[src/rtl/clk_div_pkg.sv]
// rtl/clk_div_pkg.sv - shared constants and helpers for the multi-channel clock divider
package clk_div_pkg;

   localparam int unsigned CLK_HZ = 25_000_000;

   // Half-period count (0-based) giving a square wave of f Hz from CLK_HZ
   function automatic int unsigned half_for_hz(input int unsigned f);
      return CLK_HZ / (2 * f) - 1;
   endfunction

   localparam int unsigned HALF_1K = half_for_hz(1_000);
   localparam int unsigned HALF_1S = half_for_hz(1);

endpackage

[src/rtl/clk_div_ch.sv]
// rtl/clk_div_ch.sv - one divider channel: counter, half-period register, toggle, tick, reload
module clk_div_ch
   import clk_div_pkg::*;
#(
   parameter int               CNT_W    = 25,
   parameter logic [CNT_W-1:0] HALF_RST = CNT_W'(HALF_1K)
) (
   input  logic             clk_25M,
   input  logic             reset,
   input  logic             en,
   input  logic             sync,
   input  logic             ld,
   input  logic [CNT_W-1:0] ld_val,
   output logic             ld_ack,
   output logic             clk_out,
   output logic             tick
);

   logic [CNT_W-1:0] r_cnt;
   logic [CNT_W-1:0] r_half;
   logic             r_clk_out;
   logic             r_tick;
   logic             w_wrap;

   // >= rather than == so a corrupted counter can never run away past half
   assign w_wrap = (r_cnt >= r_half);

   // A pending reload lands only where the counter restarts anyway, so no runt half-period
   assign ld_ack = ld & (sync | ~en | w_wrap);

   // Counter, output phase and reload; reset beats sync beats normal counting
   always_ff @(posedge clk_25M) begin
      if (reset) begin
         r_cnt     <= '0;
         r_half    <= HALF_RST;
         r_clk_out <= 1'b1;
         r_tick    <= 1'b0;
      end else if (sync) begin
         r_cnt     <= '0;
         r_clk_out <= 1'b1;
         r_tick    <= 1'b0;
         if (ld) r_half <= ld_val;
      end else if (!en) begin
         r_tick <= 1'b0;
         if (ld) begin
            r_half <= ld_val;
            r_cnt  <= '0;
         end
      end else if (w_wrap) begin
         r_clk_out <= ~r_clk_out;
         r_cnt     <= '0;
         r_tick    <= ~r_clk_out;
         if (ld) r_half <= ld_val;
      end else begin
         r_cnt  <= r_cnt + CNT_W'(1);
         r_tick <= 1'b0;
      end
   end

   assign clk_out = r_clk_out;
   assign tick    = r_tick;

endmodule

[src/rtl/clk_div_n.sv]
// rtl/clk_div_n.sv - N-channel clock divider with shared reload slot and global sync
module clk_div_n
   import clk_div_pkg::*;
#(
   parameter int                     N_CH      = 2,
   parameter int                     CNT_W     = 25,
   parameter logic [N_CH*CNT_W-1:0]  HALF_INIT = {CNT_W'(HALF_1S), CNT_W'(HALF_1K)},
   localparam int                    CH_W      = (N_CH > 1) ? $clog2(N_CH) : 1
) (
   input  logic             clk_25M,
   input  logic             reset,
   input  logic [N_CH-1:0]  en,
   input  logic             sync,
   input  logic             cfg_wr,
   input  logic [CH_W-1:0]  cfg_ch,
   input  logic [CNT_W-1:0] cfg_half,
   output logic             cfg_ready,
   output logic [N_CH-1:0]  clk_out,
   output logic [N_CH-1:0]  tick
);

   logic             r_pend_vld;
   logic [CH_W-1:0]  r_pend_ch;
   logic [CNT_W-1:0] r_pend_val;
   logic             r_cfg_ready;

   logic [N_CH-1:0]  w_ld;
   logic [N_CH-1:0]  w_ld_ack;
   logic             w_ch_ok;
   logic             w_wr_acc;
   logic             w_any_ack;

   // Writes to non-existent channels are swallowed without occupying the slot
   assign w_ch_ok   = (int'(cfg_ch) < N_CH);
   assign w_wr_acc  = cfg_wr & r_cfg_ready & w_ch_ok;
   assign w_any_ack = |w_ld_ack;

   // Single pending slot: filled by an accepted write, emptied when its channel applies it
   always_ff @(posedge clk_25M) begin
      if (reset) begin
         r_pend_vld  <= 1'b0;
         r_pend_ch   <= '0;
         r_pend_val  <= '0;
         r_cfg_ready <= 1'b1;
      end else if (w_wr_acc) begin
         r_pend_vld  <= 1'b1;
         r_pend_ch   <= cfg_ch;
         r_pend_val  <= cfg_half;
         r_cfg_ready <= 1'b0;
      end else if (w_any_ack) begin
         r_pend_vld  <= 1'b0;
         r_cfg_ready <= 1'b1;
      end
   end

   assign cfg_ready = r_cfg_ready;

   for (genvar i = 0; i < N_CH; i++) begin : g_ch
      assign w_ld[i] = r_pend_vld && (r_pend_ch == CH_W'(i));

      clk_div_ch #(
         .CNT_W    (CNT_W),
         .HALF_RST (HALF_INIT[i*CNT_W +: CNT_W])
      ) u_ch (
         .clk_25M (clk_25M),
         .reset   (reset),
         .en      (en[i]),
         .sync    (sync),
         .ld      (w_ld[i]),
         .ld_val  (r_pend_val),
         .ld_ack  (w_ld_ack[i]),
         .clk_out (clk_out[i]),
         .tick    (tick[i])
      );
   end

endmodule

[config.mk]
export PLATFORM = sky130hd
export DESIGN_NAME = clk_div_n
export DESIGN_NICKNAME = d
export VERILOG_FILES = /design/src/rtl/clk_div_pkg.sv /design/src/rtl/clk_div_ch.sv /design/src/rtl/clk_div_n.sv
export SDC_FILE = /design/constraint.sdc
export NUM_CORES = 1
export LEC_CHECK = 0
export BUFFER_PORTS_ARGS = -buffer_cell sky130_fd_sc_hd__buf_4
export CAP_MARGIN = 20
export CORE_MARGIN = 5
export CORE_UTILIZATION = 47
export CTS_CLUSTER_DIAMETER = 30
export DETAILED_ROUTE_END_ITERATION = 7
export PLACE_DENSITY = 0.73
export SYNTH_ARGS = -nofsm -noshare
export SYNTH_HDL_FRONTEND = slang
export SYNTH_HIERARCHICAL = 1
export SYNTH_SLANG_ARGS = --single-unit
[constraint.sdc]
create_clock -name clk_25M -period 7.6 [get_ports clk_25M]
set_input_delay 1.52 -clock clk_25M [delete_from_list [all_inputs] [get_ports clk_25M]]
set_output_delay 1.52 -clock clk_25M [all_outputs]
set_load 0.03 [all_outputs]
==> reports/metrics.yaml, run 1 <==
synth:
  synth_largest_area_cell: "dfxtp_1"
  ys_types: 61
  syn_area_sq_um: 7880
  ys_ff_latch: 132
  syn_nets: 1018
  syn_inst: 934
  netlist.area_leader.share: 0.336
  yosysSeqAreaShare: 0.336
  yosysWarnings: 6
  avgSynthCellArea_sq_um: 8.43
  synthFlopType: "dfxtp_1"
  synth-edff-count: 0
  synth_area_leaders: "dfxtp_1 34%, ha_1 8.3%, mux2i_1 6.5%"
  synthArstFlopShare: 0
sta:
  tightest_slew_ps: 987
  hold_viol_final: 0
  max-slew-margin-rel: 0.341
  setup_viol: 0
  drv_slew: 0
  final.period_utilization: 0.423
  max_freq_mhz: 311
  setup_tns_ps: 0
  fin_crit_ps: 3220
  clock_skew_ps: 7.19
  grt_setup_unrepaired: "no"
setup_path:
  worstPathRequired_ps: 7900
  reg2reg_slack_ps: 4460
  cp_num_buf_inv: 2
  r2r_cells: 10
  r2r_start: "g_ch[0].u_ch/r_half[23]"
  crit_path_start_kind: "input pin"
  cp_common_cell: "buf_4"
  max_stage_delay_ps: 790
  worstPathArrival_ps: 3520
  cp-end-kind: "flop"
  path_delay_family: "buffers and inverters"
  path_class: "in2reg"
  cp_max_fo: 106
  cp_cell_sequence: "buf_4 -> buf_4 -> nor2_1 -> and2_1 -> a41oi_1 -> a31oi_1"
  cpMaxStageDelayCell: "buf_4"
  timing.rr.end: "g_ch[0].u_ch/r_half[24]"
hold_path:
  hold_class: "reg2reg"
  min_path_cells: 2
  hold_end: "g_ch[1].u_ch/r_half[14]"
  min_from: "g_ch[1].u_ch/r_half[14]"
power:
  vdd_drop_max_mv: 0.181
  finalPower_uw: 1730
  cellLeakagePower_uw: 0.00347
  p_per_area_nw_per_um2: 198
floorplan:
  die_h_um: 139
  initial_core_util: 0.477
  coreArea_sq_um: 16500
  die_w_um: 139
  rows: 47
  ios: 37
  die-area_sq_um: 19400
status:
  status: "complete, no violations"
placed_design:
  io_buffers: 36
  gp_congestion: 0.824
  dp_hpwl_mm: 11.9
global_route:
  use_met2: 0.290
  grtUsageMet3: 0.0381
  antenna_found_initial: 0
  grt_overflow: 0
  grt_usage: 0.185
  grt-busiest-layer: "met2"
  first_global_vias: 6138
  grt_pass1_wl_mm: 30.2
  grt_max_degree: 107
  met1_usage: 0.255
final_layout:
  fin_nets: 1022
  drive_above_1_share: 0.123
  n_antenna_cell: 0
  syn2layout_area_growth_pct: 11.5
  fillers: 1471
clock_tree:
  insertion_delay_ps: 430
  cts.path.max_buffers: 2
  cts_resized: 0
  post_cts_buffers: 0
  ctsRootBufferMaster: "clkbuf_16"
  clk_pin_slew_worst_paths_ps: 60
  cts_max_level: 4
  cts_tree: "built"
  cts_sinks: 132
  cts-hold-fix-buffers: 0
  numCtsBuffers: 17
route:
  postRouteAntennaNets: 0
  via_per_inst: 5.71
  drtPass1Iterations: 5
  wl_mm: 18.0
  wl_per_cell_um: 15.4
  drc: 0
  vias: 6681
  detailedRoute.firstIterationViolations: 544
run:
  drv_cap: 0
cells in the mapped netlist, types with 4 or more instances:
cell type / count
nand2b_1: 55
a21oi_2: 23
o21ai_0: 10
buf_6: 11
a2111oi_0: 5
mux2i_1: 51
o41ai_1: 8
a21o_1: 11
ha_1: 52
and4_1: 10
a21oi_1: 26
o2111ai_1: 7
a21bo_1: 23
o211ai_1: 4
o21a_1: 6
a31oi_1: 25
buf_2: 10
o31ai_1: 4
nand2_1: 73
and3_1: 16
nor2_1: 80
dfxtp_1: 132
nor3_1: 13
a211oi_1: 4
nor2b_1: 9
inv_1: 59
nor4_1: 7
clkbuf_1: 34
and2_1: 10
nand4_1: 34
or2_2: 5
nand3_1: 68
where the power goes:
group,internal [uW],switching (uW),leakage (uW),total (uW)
combinational,61.2,86.8,0.00210,148
clock,541,317,0.000298,858
sequential,714,14.3,0.00107,728
cell usage in the layout, fill, tap and decap left out, types with 8 or more instances in the layout:
cell type,count
inv_1,59
o21ai_0,10
dfxtp_1,131
a21oi_2,23
nand3_1,68
ha_1,52
nand4_1,34
a21bo_1,23
nor2b_1,9
o41ai_1,8
nor3_1,13
nand2b_1,55
a31oi_1,25
nor2_1,79
nand2_1,73
and3_1,16
mux2i_1,51
buf_4,45
a21o_1,11
and4_1,10
clkbuf_16,17
and2_1,10
a21oi_1,26
per-layer routing:
metal / wire length (um) / vias to the layer above
li1: - / 3360
met2: 8340 / 155
met3: 900 / 20
met5: 0 / -
met1: 8530 / 3146
met4: 241 / 0
flip-flops by register name, indices dropped and copies added (netlist names):
signal and count:
cfg_ready 1, g_ch.u_ch/r_half 50, g_ch.u_ch/clk_out 2, r_pend_ch 1, r_pend_val 25, r_pend_vld 1
g_ch.u_ch/tick 2, g_ch.u_ch/r_cnt 50
how the worst max path moves through the flow:
stage / startpoint / to / slack (ps) / cells after the start
floorplan: reset / g_ch[1].u_ch/r_cnt[23] / 4730 / 6
global placement: reset / g_ch[0].u_ch/r_cnt[15] / 4010 / 6
detailed placement: reset / g_ch[0].u_ch/r_cnt[13] / 3970 / 6
CTS: reset / g_ch[0].u_ch/r_cnt[13] / 4410 / 6
global route: reset / g_ch[0].u_ch/r_cnt[13] / 4160 / 6
finish: reset / g_ch[0].u_ch/r_cnt[13] / 4380 / 6
per-stage QoR:
step | util | instances | worst slack, ps | instance area, sq um | hold slack, ps
after global routing | 0.531 | 1171 | 4160 | 8780 | 491
final | 0.531 | 1171 | 4380 | 8780 | 474
after floorplan | - | 934 | 4730 | 7880 | 449
after CTS | 0.531 | 1171 | 4410 | 8780 | 477
after global placement | 0.494 | 1139 | 4010 | 8160 | 461
after detailed placement | 0.494 | 1139 | 3970 | 8160 | 463
area by class of cell:
type	instances	area [sq um]	area share
Multi-Input combinational cell	683	4680	0.533
Sequential cell	132	2640	0.301
Clock buffer	20	467	0.0532
Timing Repair Buffer	45	338	0.0385
Tap cell	220	275	0.0314
Inverter	59	221	0.0252
Clock inverter	12	154	0.0175
kinds of logic (layout without fill, tap and decap cells):
logic type | after synthesis | in the layout | share of synthesized area
compound gates | 182 | 182 | 0.180
xor+xnor | 4 | 4 | 0.00445
flops | 132 | 132 | 0.336
buf+inv | 119 | 136 | 0.0739
simple gates | 392 | 392 | 0.256
mux | 53 | 53 | 0.0677
fa+ha+maj | 52 | 52 | 0.0826
worst reg2reg max path, stage by stage, from the launching register on:
cell and delay [ps]:
dfxtp_1 330, inv_1 50, ha_1 310, and4_1 280, nand3_1 90, or4_1 440
o41a_1 320, buf_4 280, a41oi_4 280, buf_4 440, mux2i_1 260
Power figures use the tool's default switching activity.
==> run 2, diff against run 1 <==
--- a/config.mk
+++ b/config.mk
@@ -5,13 +5,14 @@
 export SDC_FILE = /design/constraint.sdc
 export NUM_CORES = 1
 export LEC_CHECK = 0
+export ABC_AREA = 1
 export BUFFER_PORTS_ARGS = -buffer_cell sky130_fd_sc_hd__buf_4
 export CAP_MARGIN = 20
 export CORE_MARGIN = 5
 export CORE_UTILIZATION = 47
 export CTS_CLUSTER_DIAMETER = 30
 export DETAILED_ROUTE_END_ITERATION = 7
-export PLACE_DENSITY = 0.73
+export PLACE_DENSITY = 0.75
 export SYNTH_ARGS = -nofsm -noshare
 export SYNTH_HDL_FRONTEND = slang
 export SYNTH_HIERARCHICAL = 1
==> constraint.sdc (replaced) <==
create_clock -name clk_25M -period 2.9 [get_ports clk_25M]
set_input_delay 0.58 -clock clk_25M [delete_from_list [all_inputs] [get_ports clk_25M]]
set_output_delay 0.58 -clock clk_25M [all_outputs]
set_load 0.03 [all_outputs]
==> reports/metrics.yaml, run 2 <==
sta:
  clock_skew_ps: 8.28
  tightest_slew_ps: 909
  grt_setup_unrepaired: "no"
  max_freq_mhz: 426
  worst_slack_ps: 555
  setup_viol: 0
  drv_slew: 0
  final.period_utilization: 0.809
  hold_viol_final: 0
  setup_tns_ps: 0
  fin_crit_ps: 2350
  max-slew-margin-rel: 0.393
synth:
  ys_types: 37
  yosysWarnings: 6
  synthArstFlopShare: 0
  yosysSeqAreaShare: 0.318
  netlist.area_leader.share: 0.318
  synth_largest_area_cell: "dfxtp_1"
  synthFlopType: "dfxtp_1"
  syn_inst: 1187
  syn_area_sq_um: 8300
  ys_ff_latch: 132
  synth_area_leaders: "dfxtp_1 32%, nand2_1 13%, ha_1 7.8%"
  yosys-top-cells-count: "288 x nand2_1, 134 x inv_1, 132 x dfxtp_1, 122 x nand3_1, 120 x nor2_1"
  avgSynthCellArea_sq_um: 6.99
  synth_most_common_cell: "nand2_1"
  synth-edff-count: 0
  syn_nets: 1271
route:
  wl_per_cell_um: 13.8
  drtPass1Iterations: 7
  wl_mm: 19.8
  via_per_inst: 5.17
  vias: 7438
  drc: 0
  detailedRoute.firstIterationViolations: 622
  postRouteAntennaNets: 0
setup_path:
  cp-end-kind: "flop"
  reg2reg_slack_ps: 550
  cp_max_fo: 30
  crit_path_start_kind: "flop"
  worstPathRequired_ps: 3210
  path_class: "reg2reg"
  worstPathArrival_ps: 2660
floorplan:
  die-area_sq_um: 20400
  initial_core_util: 0.480
  coreArea_sq_um: 17300
  die_h_um: 143
  ios: 37
  die_w_um: 143
  rows: 48
placed_design:
  dp_slack_ps: 618
  io_buffers: 36
  dp_hpwl_mm: 14.3
  gp_congestion: 0.962
  place_inst: 1412
clock_tree:
  post_cts_buffers: 0
  cts_tree: "built"
  cts-hold-fix-buffers: 0
  ctsRootBufferMaster: "clkbuf_16"
  cts_max_level: 4
  cts_resized: 0
  insertion_delay_ps: 420
  clk_pin_slew_worst_paths_ps: 50
  cts_sinks: 132
  cts.path.max_buffers: 2
  numCtsBuffers: 17
power:
  p_per_area_nw_per_um2: 490
  cellLeakagePower_uw: 0.00388
  vdd_drop_max_mv: 0.519
final_layout:
  final_util: 0.530
  final_cell_mix: "288 x nand2_1, 134 x inv_1, 132 x dfxtp_1, 122 x nand3_1, 119 x nor2_1"
  drive_above_1_share: 0.169
  syn2layout_area_growth_pct: 10.4
  n_antenna_cell: 0
  instances_no_fill: 1438
  layout_commonest_cell: "nand2_1"
  reg_top3: "g_ch.u_ch/r_cnt: 50 flops, g_ch.u_ch/r_half: 50 flops, r_pend_val: 25 flops"
  fin_nets: 1290
hold_path:
  hold_class: "in2reg"
global_route:
  grt_usage: 0.199
  first_global_vias: 6777
  antenna_found_initial: 0
  grt_max_degree: 35
  grt_overflow: 0
  grt_pass1_wl_mm: 33.1
run:
  drv_cap: 0
status:
  status: "complete, no violations"
run 2: cell types whose count changed after synthesis, sizes merged, moves of 21 or more:
cell / change
mux2i: -51
nand3: +74
nand4: -23
inv: +80
nor2: +72
xor2: +21
a21bo: -26
nand2: +250
a21oi: +72
clkbuf: -22
a31oi: -25
nand2b: -55
run 2: report_power, final:
part           leakage (uW)  total (uW)  switching, uW  internal [uW]
Sequential          0.00107        1940           57.0           1880
Clock              0.000282        2110            751           1360
Combinational       0.00252         444            283            161
Total               0.00388        4490           1090           3400
run 2: cell families after synthesis:
group / count (synthesis) / synth area share
AO/OA/AOI/OAI: 135 / 0.0957
XOR/XNOR: 31 / 0.0327
adder cells (fa/ha/maj): 52 / 0.0784
buffers and inverters: 189 / 0.107
flip-flops: 132 / 0.318
AND/OR/NAND/NOR: 648 / 0.367
run 2: area by class of cell:
| type | count | area (sq um) |
|---|---|---|
| clock buffer | 19 | 453 |
| clock inverter | 7 | 110 |
| fill | 1693 | 8140 |
| inverter | 140 | 526 |
| multi-input combinational | 866 | 4770 |
| sequential | 132 | 2640 |
| tap | 225 | 282 |
| timing repair buffer | 49 | 380 |
run 2: critical path: stages (launching register included):
cell and delay (ps):
dfxtp_1 400, ha_1 340, nand2_1 70, nor2_1 170, nand3_1 120, nor2_1 180
nand2_2 110, nand4_4 210, buf_4 340, nand3_1 140, nand2_1 100, nor2_1 50
run 2: final timing paths:
| check | startpoint | endpoint | depth (start not counted) |
|---|---|---|---|
| max | g_ch[0].u_ch/r_cnt[22] | g_ch[0].u_ch/r_half[23] | 11 |
| min | cfg_half[19] | r_pend_val[19] | 3 |
| max reg2reg | g_ch[0].u_ch/r_cnt[22] | g_ch[0].u_ch/r_half[23] | 11 |
| min reg2reg | g_ch[1].u_ch/r_half[10] | g_ch[1].u_ch/r_half[10] | 2 |
run 2: stage by stage:
step	cell area [sq um]	hold slack, ps	power (uW)
floorplan	8300	429	2310
global placement	8600	441	2410
detailed placement	8600	445	2410
CTS	9160	410	4530
global route	9160	441	4670
finish	9160	427	4490
run 2: metal layers:
metal	share of wire	GRT usage	vias to the layer above	wire length [um]
met2	0.45	0.307	202	8810
met3	0.058	0.0322	33	1140
li1	-	-	3814	-
met5	0	0	-	0
met1	0.47	0.283	3389	9400
met4	0.022	0.0715	0	442
